File: config.mk
export PLATFORM = sky130hd
export DESIGN_NAME = phys_freelist_ckpt
export DESIGN_NICKNAME = d
export VERILOG_FILES = /design/src/rtl/phys_freelist_ckpt.sv
export SDC_FILE = /design/constraint.sdc
export NUM_CORES = 2
export LEC_CHECK = 0
export CAP_MARGIN = 10
export CORE_MARGIN = 2
export CORE_UTILIZATION = 45
export CTS_BUF_LIST = sky130_fd_sc_hd__clkbuf_2
export DETAILED_ROUTE_END_ITERATION = 16
export DONT_BUFFER_PORTS = 1
export MAX_ROUTING_LAYER = met4
export PLACE_DENSITY = 0.66
export REMOVE_ABC_BUFFERS = 1
export SYNTH_ARGS = -nofsm -noshare
export SYNTH_HDL_FRONTEND = slang
export SYNTH_SLANG_ARGS = --single-unit
File: constraint.sdc
create_clock -name clk -period 21.8 [get_ports clk]
set_clock_uncertainty 0.1 [all_clocks]
set_input_delay 2.18 -clock clk [delete_from_list [all_inputs] [get_ports clk]]
set_output_delay 2.18 -clock clk [all_outputs]
set_load 0.02 [all_outputs]
File: src/rtl/phys_freelist_ckpt.sv
`default_nettype none
// ============================================================================
// Module   : phys_freelist_ckpt
// Purpose  : Multi-lane physical-register free list with head checkpoint and
//            one-cycle restore. Define FREELIST_DUP_CHECK_EN for dup detection.
// Revision : 1.0
// ============================================================================
module phys_freelist_ckpt #(
   parameter int NUM_PHYS_REGS = 128,
   parameter int NUM_ARCH_REGS = 32,
   parameter int ALLOC_WIDTH   = 2,
   parameter int FREE_WIDTH    = 2
) (
   input  logic                                                 clk,
   input  logic                                                 reset,
   input  logic [$clog2(ALLOC_WIDTH+1)-1:0]                     alloc_count,
   output logic [ALLOC_WIDTH*$clog2(NUM_PHYS_REGS)-1:0]         alloc_preg,
   output logic                                                 alloc_ok,
   input  logic [FREE_WIDTH-1:0]                                free_valid,
   input  logic [FREE_WIDTH*$clog2(NUM_PHYS_REGS)-1:0]          free_preg,
   output logic [$clog2(NUM_PHYS_REGS-NUM_ARCH_REGS):0]         ckpt_head_ptr,
   input  logic                                                 recover_valid,
   input  logic [$clog2(NUM_PHYS_REGS-NUM_ARCH_REGS):0]         recover_head_ptr,
   output logic [$clog2(NUM_PHYS_REGS-NUM_ARCH_REGS+1)-1:0]     free_count,
`ifdef FREELIST_DUP_CHECK_EN
   output logic                                                 dup_err,
`endif
   output logic                                                 overflow_err
);

   localparam int DEPTH    = NUM_PHYS_REGS - NUM_ARCH_REGS;
   localparam int PRB      = $clog2(NUM_PHYS_REGS);
   localparam int PTR_BITS = $clog2(DEPTH) + 1;
   localparam int IDX_BITS = $clog2(DEPTH);
   localparam int CNT_BITS = $clog2(DEPTH + 1);
   localparam int AC_BITS  = $clog2(ALLOC_WIDTH + 1);
   localparam logic [PTR_BITS:0]   PTR_RANGE = (PTR_BITS+1)'(2 * DEPTH);
   localparam logic [PTR_BITS-1:0] DEPTH_PTR = PTR_BITS'(DEPTH);
   localparam logic [CNT_BITS-1:0] DEPTH_CNT = CNT_BITS'(DEPTH);

   // Pointers live in 0..2*DEPTH-1; the extra lap distinguishes full from empty.
   function automatic logic [PTR_BITS-1:0] ptr_add(input logic [PTR_BITS-1:0] p,
                                                   input logic [PTR_BITS-1:0] k);
      logic [PTR_BITS:0] s;
      s = {1'b0, p} + {1'b0, k};
      if (s >= PTR_RANGE) s = s - PTR_RANGE;
      return s[PTR_BITS-1:0];
   endfunction

   function automatic logic [IDX_BITS-1:0] ptr_idx(input logic [PTR_BITS-1:0] p);
      logic [PTR_BITS-1:0] r;
      r = (p >= DEPTH_PTR) ? (p - DEPTH_PTR) : p;
      return r[IDX_BITS-1:0];
   endfunction

   function automatic logic [PTR_BITS:0] ptr_dist(input logic [PTR_BITS-1:0] from_p,
                                                  input logic [PTR_BITS-1:0] to_p);
      logic [PTR_BITS:0] d;
      d = {1'b0, to_p} - {1'b0, from_p};
      if (to_p < from_p) d = d + PTR_RANGE;
      return d;
   endfunction

   logic [PRB-1:0]      mem_q [DEPTH];
   logic [PRB-1:0]      mem_d [DEPTH];
   logic [PTR_BITS-1:0] head_q, head_d;
   logic [PTR_BITS-1:0] tail_q, tail_d;
   logic                overflow_err_q, overflow_err_d;

   logic [PTR_BITS:0]   occ_w;
   logic                alloc_fire_w;
   logic [CNT_BITS-1:0] push_occ_w;
   logic [PRB-1:0]      push_tag_w;
   logic                rebuild_busy_w;

`ifdef FREELIST_DUP_CHECK_EN
   logic [NUM_PHYS_REGS-1:0] in_list_q, in_list_d;
   logic                     rebuild_q, rebuild_d;
   logic [PTR_BITS-1:0]      rb_ptr_q, rb_ptr_d;
   logic [IDX_BITS-1:0]      rb_cnt_q, rb_cnt_d;
   logic                     dup_err_q, dup_err_d;

   assign rebuild_busy_w = rebuild_q;
   assign dup_err        = dup_err_q;
`else
   assign rebuild_busy_w = 1'b0;
`endif

   always_comb begin
      occ_w      = ptr_dist(head_q, tail_q);
      free_count = occ_w[CNT_BITS-1:0];
   end

   assign alloc_ok = (CNT_BITS'(alloc_count) <= free_count)
                   && (alloc_count <= AC_BITS'(ALLOC_WIDTH))
                   && !recover_valid && !rebuild_busy_w;
   assign alloc_fire_w  = alloc_ok && (alloc_count != '0);
   assign ckpt_head_ptr = head_q;
   assign overflow_err  = overflow_err_q;

   for (genvar g = 0; g < ALLOC_WIDTH; g++) begin : g_alloc_lane
      assign alloc_preg[g*PRB +: PRB] = mem_q[ptr_idx(ptr_add(head_q, PTR_BITS'(g)))];
   end

   always_comb begin
      mem_d          = mem_q;
      tail_d         = tail_q;
      head_d         = head_q;
      overflow_err_d = overflow_err_q;
      push_tag_w     = '0;
      // Entries handed out this edge vacate their slots, so they count as room.
      push_occ_w     = alloc_fire_w ? (free_count - CNT_BITS'(alloc_count)) : free_count;

`ifdef FREELIST_DUP_CHECK_EN
      in_list_d = in_list_q;
      rebuild_d = rebuild_q;
      rb_ptr_d  = rb_ptr_q;
      rb_cnt_d  = rb_cnt_q;
      dup_err_d = 1'b0;
      if (rebuild_q && (ptr_dist(head_q, rb_ptr_q) < (PTR_BITS+1)'(free_count)))
         in_list_d[mem_q[ptr_idx(rb_ptr_q)]] = 1'b1;
      for (int i = 0; i < ALLOC_WIDTH; i++) begin
         if (alloc_fire_w && (AC_BITS'(i) < alloc_count))
            in_list_d[alloc_preg[i*PRB +: PRB]] = 1'b0;
      end
`endif

      if (recover_valid)
         head_d = recover_head_ptr;
      else if (alloc_fire_w)
         head_d = ptr_add(head_q, PTR_BITS'(alloc_count));

      // Lanes compact onto the tail in lane order; tag 0 is never recycled.
      for (int i = 0; i < FREE_WIDTH; i++) begin
         push_tag_w = free_preg[i*PRB +: PRB];
         if (free_valid[i] && (push_tag_w != '0)) begin
            if (push_occ_w == DEPTH_CNT) begin
               overflow_err_d = 1'b1;
`ifdef FREELIST_DUP_CHECK_EN
            end else if (in_list_d[push_tag_w]) begin
               dup_err_d = 1'b1;
`endif
            end else begin
               mem_d[ptr_idx(tail_d)] = push_tag_w;
               tail_d                 = ptr_add(tail_d, PTR_BITS'(1));
               push_occ_w             = push_occ_w + 1'b1;
`ifdef FREELIST_DUP_CHECK_EN
               in_list_d[push_tag_w]  = 1'b1;
`endif
            end
         end
      end

`ifdef FREELIST_DUP_CHECK_EN
      // The walk covers [restored head, tail); tail only grows meanwhile.
      if (recover_valid) begin
         in_list_d = '0;
         rebuild_d = 1'b1;
         rb_ptr_d  = recover_head_ptr;
         rb_cnt_d  = '0;
      end else if (rebuild_q) begin
         rb_ptr_d = ptr_add(rb_ptr_q, PTR_BITS'(1));
         rb_cnt_d = rb_cnt_q + 1'b1;
         if (rb_cnt_q == IDX_BITS'(DEPTH - 1)) rebuild_d = 1'b0;
      end
`endif
   end

   always_ff @(posedge clk or posedge reset) begin
      if (reset) begin
         for (int i = 0; i < DEPTH; i++) mem_q[i] <= PRB'(NUM_ARCH_REGS + i);
         head_q         <= '0;
         tail_q         <= DEPTH_PTR;
         overflow_err_q <= 1'b0;
`ifdef FREELIST_DUP_CHECK_EN
         for (int i = 0; i < NUM_PHYS_REGS; i++) in_list_q[i] <= (i >= NUM_ARCH_REGS);
         rebuild_q <= 1'b0;
         rb_ptr_q  <= '0;
         rb_cnt_q  <= '0;
         dup_err_q <= 1'b0;
`endif
      end else begin
         mem_q          <= mem_d;
         head_q         <= head_d;
         tail_q         <= tail_d;
         overflow_err_q <= overflow_err_d;
`ifdef FREELIST_DUP_CHECK_EN
         in_list_q <= in_list_d;
         rebuild_q <= rebuild_d;
         rb_ptr_q  <= rb_ptr_d;
         rb_cnt_q  <= rb_cnt_d;
         dup_err_q <= dup_err_d;
`endif
      end
   end

endmodule
`default_nettype wire

== Yosys cells after proc, flatten, opt, wreduce, memory -nomap -nowiden ==
Index checks and enable logic that the tools add are counted.

* $add $sub $neg: 17
* $mul: 0
* Divide/modulo/power cells: 0
* Magnitude comparators: 18
* Equality and inequality tests: 2
* Shift operators: 0
* Mux-type cells: 39
* Bitwise gates (word level): 4
* Reduce and logical (&&, ||, !) cells: 12

{| class="wikitable"
|+ Operator list
! kind !! number
|-
| $mux W672 || 4
|-
| $bwmux W672 || 2
|-
| $bmux W7 S7 || 2
|-
| $demux W7 S7 || 2
|-
| $mux W7 || 14
|-
| $mux W8 || 11
|-
| $ge A8 B8 Y1 const B || 5
|-
| $sub A8 B8 Y8 const B || 5
|-
| $ge A9 B8 Y1 const B || 4
|-
| $ge A8 B7 Y1 const B || 4
|-
| $not A7 Y8 || 4
|-
| $sub A7 B7 Y7 const B || 4
|-
| $add A8 B1 Y9 const B || 3
|-
| $lt A8 B1 Y1 const B || 2
|-
| $eq A7 B7 Y1 const B || 2
|-
| $reduce_bool A7 Y1 || 2
|-
| $add A8 B2 Y9 || 1
|-
| $lt A8 B8 Y1 || 1
|-
| $add A7 B1 Y7 const B || 1
|-
| $add A7 B7 Y7 const B || 1
|-
| $le A2 B7 Y1 || 1
|-
| $logic_and A1 B1 Y1 || 7
|-
| $sub A7 B2 Y7 || 1
|-
| $sub A7 B7 Y7 || 1
|-
| 4 further kinds || 8
|}

* Bits in registers: 689
* Bits in latches: 0
* Memory bits (writable): 0
* Bits in read-only memories: 0
* Input bits: 29
* Output and inout bits: 31
* Logic and storage cells: 191
* Memories: 0

== Longest topological paths before layout ==
* Depth after elaboration: 21
* Depth in mapped cells: 29
* Mapped depth without buffers: 26

== Worst setup path after synthesis ==
Ideal clock, no wire load.

* Path kind: reg-to-output
* From: register head_q[0] (netlist: ckpt_head_ptr[0])
* To: output port alloc_preg[11]
* Arrival: 5126 ps
* Required time: 19520 ps
* Slack: 14394 ps
* Stages on the path, launching flop included: 15
* Buffers on the path: 7
* Path through: dfrtp_1 clkbuf_1 clkbuf_1 buf_1 clkbuf_1 inv_1 ha_1 clkbuf_1 buf_1 buf_1 mux4_2 mux4_2 mux2_2 nand2_1 mux2i_1

* Word-level cells in the longest chain between the ends: 9
* Elaborated cells on any way between the ends: 11
* Classes of those cells: add/sub: 3; order compare: 2; mux: 5; bitwise: 1

{| class="wikitable"
|+ RTL lines
! what !! line !! RTL
|-
| start, declared || 66 || <nowiki>logic [PTR_BITS-1:0] head_q, head_d;</nowiki>
|-
| start signal, assigned || 172 || <nowiki>head_q <= '0;</nowiki>
|-
| start signal, assigned || 184 || <nowiki>head_q <= head_d;</nowiki>
|-
| $add A8 B1 Y9 (*) || 45 || <nowiki>s = {1'b0, p} + {1'b0, k};</nowiki>
|-
| $sub A8 B8 Y8 / $ge A9 B8 Y1 (equally long branches) || 46 || <nowiki>if (s >= PTR_RANGE) s = s - PTR_RANGE;</nowiki>
|-
| $mux W8 (*) || 46 ||
|-
| $sub A7 B7 Y7 / $ge A8 B7 Y1 (equally long branches) || 52 || <nowiki>r = (p >= DEPTH_PTR) ? (p - DEPTH_PTR) : p;</nowiki>
|-
| $mux W7 (*) || 52 ||
|-
| $not A7 Y8 (not written as such) (*) || 102 || <nowiki>assign alloc_preg[g*PRB +: PRB] = mem_q[ptr_idx(ptr_add(head_q, PTR_BITS'(g)))];</nowiki>
|-
| $bmux W7 S7 (*) || 102 ||
|-
| $mux W7 (not written as such) (*) (2 in a row) || 102 ||
|-
| end, declared || 17 || <nowiki>output logic [ALLOC_WIDTH*$clog2(NUM_PHYS_REGS)-1:0] alloc_preg,</nowiki>
|}

Every way passes the cells marked *; elsewhere a longest branch is shown, timed or not. The select of a mux whose other input is x is not followed.

== Worst setup path in the final report ==
* From: register head_q[1] (netlist: ckpt_head_ptr[1])
* To: output port alloc_preg[9]

The elaborated chain is that of the path after synthesis.

==> impl_metrics.py <==
metrics = {
    "routing": {
        "drt_pass1_iterations": 7,
        "ant_nets": 0,
        "wl_per_cell_um": 31.7,
        "num_vias": 34200,
        "drt_iter0_drc": 3742,
        "avgViaCountPerCell": 6.64,
        "drc": 0,
        "routed_wirelength_um": 163000,
    },
    "floorplan": {
        "core_area_sq_mm": 0.107,
        "die_area_sq_mm": 0.110,
        "rows": 120,
        "fp.dieH_um": 332,
        "start_util_pct": 45.4,
        "ios": 60,
        "die_w_um": 332,
    },
    "power": {
        "p_total_w": 0.00708,
        "pwr_density_cell_mw_per_mm2": 138,
        "leakage_nw": 20.9,
        "ir_drop_v": 0.0000673,
    },
    "global_route": {
        "met1_usage_pct": 41.0,
        "grt-ovfl-total": 0,
        "globalRoute.busiestLayer": "met2",
        "grt_pass1_wl_um": 242000,
        "grt_pass1_vias": 33700,
        "track_usage_pct": 30.5,
        "grtUsageMet3_pct": 9.93,
        "grtUsageMet2_pct": 42.6,
        "antenna_found_initial": 7,
        "grt_max_degree": 140,
    },
    "synthesis": {
        "synth_area_per_cell_sq_um": 13.4,
        "ys.flop_type": "dfstp_2",
        "synth.largest_area_cell": "dfstp_2",
        "yosys.cell_count.top_type": "mux2_2",
        "yosys-top-cells-count": "mux2_2 (741), mux4_2 (420), mux2i_1 (409), dfstp_2 (370), dfrtp_1 (319)",
        "synth_top_area_share_pct": 20.1,
        "ys_seq_area_share_pct": 36.5,
        "syn_area_sq_mm": 0.0485,
        "synth_cell_types": 92,
        "yosys_warnings": 0,
        "netlist_instances": 3625,
        "ys_seq_elements": 689,
        "async_flop_share_pct": 100,
        "ys_top_cells_by_area": "dfstp_2 (20%), mux4_2 (20%), mux2_2 (17%)",
        "synth_edf_count": 0,
    },
    "critical_path": {
        "rrSetupSlack_ps": 12980,
        "slowest_delay_ps": 1040,
        "ff2ff_path_depth": 21,
        "worstPathArrival_ps": 8220,
        "cp_num_cells": 19,
        "crit_chain": "buf_4, ha_1, nand3_1, xnor2_2, and3_1, and4_1, o21ai_0, o311ai_0, o21ai_0, ha_1, nand4b_1, o21ai_0, a21oi_1, nand2b_1, o21ai_2, buf_4, mux2i_1, mux2_2, mux2i_1",
        "timing.rr.start": "ckpt_head_ptr[1]",
        "cp.required_ps": 19520,
        "path_buf_inv": 2,
        "slowest_stage": "xnor2_2",
        "crit_family": "multiplexers",
        "critPathLaunch": "ckpt_head_ptr[1]",
        "crit_type": "reg -> out",
        "crit_top_cell": "o21ai_0",
        "cp-start-kind": "flop",
        "cp-end-kind": "primary output",
        "worstSetupEndpoint": "alloc_preg[9]",
        "rr_endpoint": "mem_q[254]",
        "cp_max_fo": 44,
    },
    "placed_design": {
        "dp_hpwl_um": 101000,
        "routabilityCongestion": 0.966,
        "io_buffers": 0,
        "dp.cells": 4773,
    },
    "clock_tree": {
        "cts_hold_buffers": 0,
        "postCtsSetupRepairBufs": 0,
        "root_buffer": "clkbuf_2",
        "clockBufferDepth": 3,
        "cts_max_level": 4,
        "cts_tree": "done",
        "insertion_delay_ps": 1550,
        "post_cts_resize_count": 0,
        "clock-sinks": 689,
        "cts.clk_slew.worst_paths_ps": 90,
        "cts_made_buffers": 190,
    },
    "cells_and_area": {
        "layout-drive-gt1-share_pct": 54.9,
        "nNetsFinal": 3623,
        "area_growth_pct": 6.14,
        "final_cells": 5147,
    },
    "timing": {
        "min_period_ps": 10500,
        "fmax_mhz": 95.3,
        "tightestPinTransition_ps": 1370,
        "rsz0062_at_grt": "no",
        "slew_viol_final": 0,
        "fin_hold_ws_ps": 476,
        "fin_setup_tns_ps": 0,
        "hold_violations": 0,
        "slew_headroom_pct": 8.95,
        "finalCritPeriodShare_pct": 48.1,
        "finalSetupViolCount": 0,
    },
    "run": {
        "drv_cap": 0,
    },
    "min_path": {
        "min_path_type": "reg -> reg",
    },
    "status": {
        "status": "completed",
    },
}
-- registers in the layout, summed over array words and instances (netlist names) --
| name | count |
|---|---|
| ckpt_head_ptr | 8 |
| overflow_err | 1 |
| tail_q | 8 |
| mem_q | 672 |
-- through the flow --
stage	setup slack [ps]	instance area [sq um]	util [%]
after CTS	11430	51400	48.1
after floorplan	484	47300	-
after detailed placement	13130	49600	46.4
after global routing	11020	51500	48.1
final	11300	51500	48.1
after global placement	13170	49600	46.4
-- cells by family after synthesis --
logic type	count (synthesis)	synth area share, %
flops	689	36.5
compound gates	237	3.41
xor+xnor	36	0.712
mux	1734	49.0
simple gates	555	6.79
buf+inv	343	2.73
fa+ha+maj	31	0.846
-- how the worst min path moves through the flow --
| stage | slack (ps) | start | to | cells after the start |
|---|---|---|---|---|
| 5_1_grt | 480 | reset | mem_q[343] | 1 |
| 3_3_place_gp | 450 | mem_q[433] | mem_q[433] | 2 |
| 6_report | 480 | mem_q[449] | mem_q[449] | 2 |
| 2_1_floorplan | 430 | mem_q[377] | mem_q[377] | 2 |
| 3_5_place_dp | 450 | mem_q[370] | mem_q[370] | 2 |
| 4_1_cts | 440 | reset | mem_q[108] | 1 |
-- worst reg2reg max path: stages (launching register included) --
cell and delay, ps:
dfrtp_4 890, buf_4 740, fa_1 670, inv_1 240
ha_1 260, a211oi_2 70, and3_4 260, a21boi_1 740
mux2i_1 420, inv_1 80, ha_1 200, and4_1 210
a21o_1 230, a211o_1 270, a22oi_1 730, inv_1 180
ha_1 360, a2111oi_0 330, a31o_2 340, nand2_2 350
nor2_2 560, mux2_2 390
-- cell usage in the layout, fill, tap and decap left out, types with 47 or more instances in the layout --
master	synthesis	layout
buf_4	3	47
clkbuf_2	0	325
dfrtp_1	319	316
dfstp_2	370	370
mux2_1	163	163
mux2_2	741	741
mux2i_1	409	409
mux4_2	420	420
nand2_1	172	172
nand3_1	56	56
nor2_1	129	129
o21ai_0	76	75
-- where the power goes --
group	switching (W)	total, W	internal [W]
combinational	0.00192	0.00362	0.00170
clock	0.000605	0.00102	0.000411
sequential	0.000447	0.00244	0.00200
total	0.00298	0.00708	0.00411
-- per-layer routing --
layer | up-vias | wire length [um]
li1 | 14000 | -
met1 | 18000 | 67300
met2 | 1857 | 70800
met3 | 344 | 18600
met4 | 0 | 6490
met5 | - | 0
-- layout make-up --
class                           count  area [sq um]
Sequential cell                   689         17700
Tap cell                         1403          1760
Fill cell                        9512         55400
Inverter                           38           155
Multi-Input combinational cell   2593         29600
Clock buffer                      325          1630
Clock inverter                     33           194
Antenna cell                       15          37.5
Timing Repair Buffer               51           420
(Power assumes the default switching activity.)
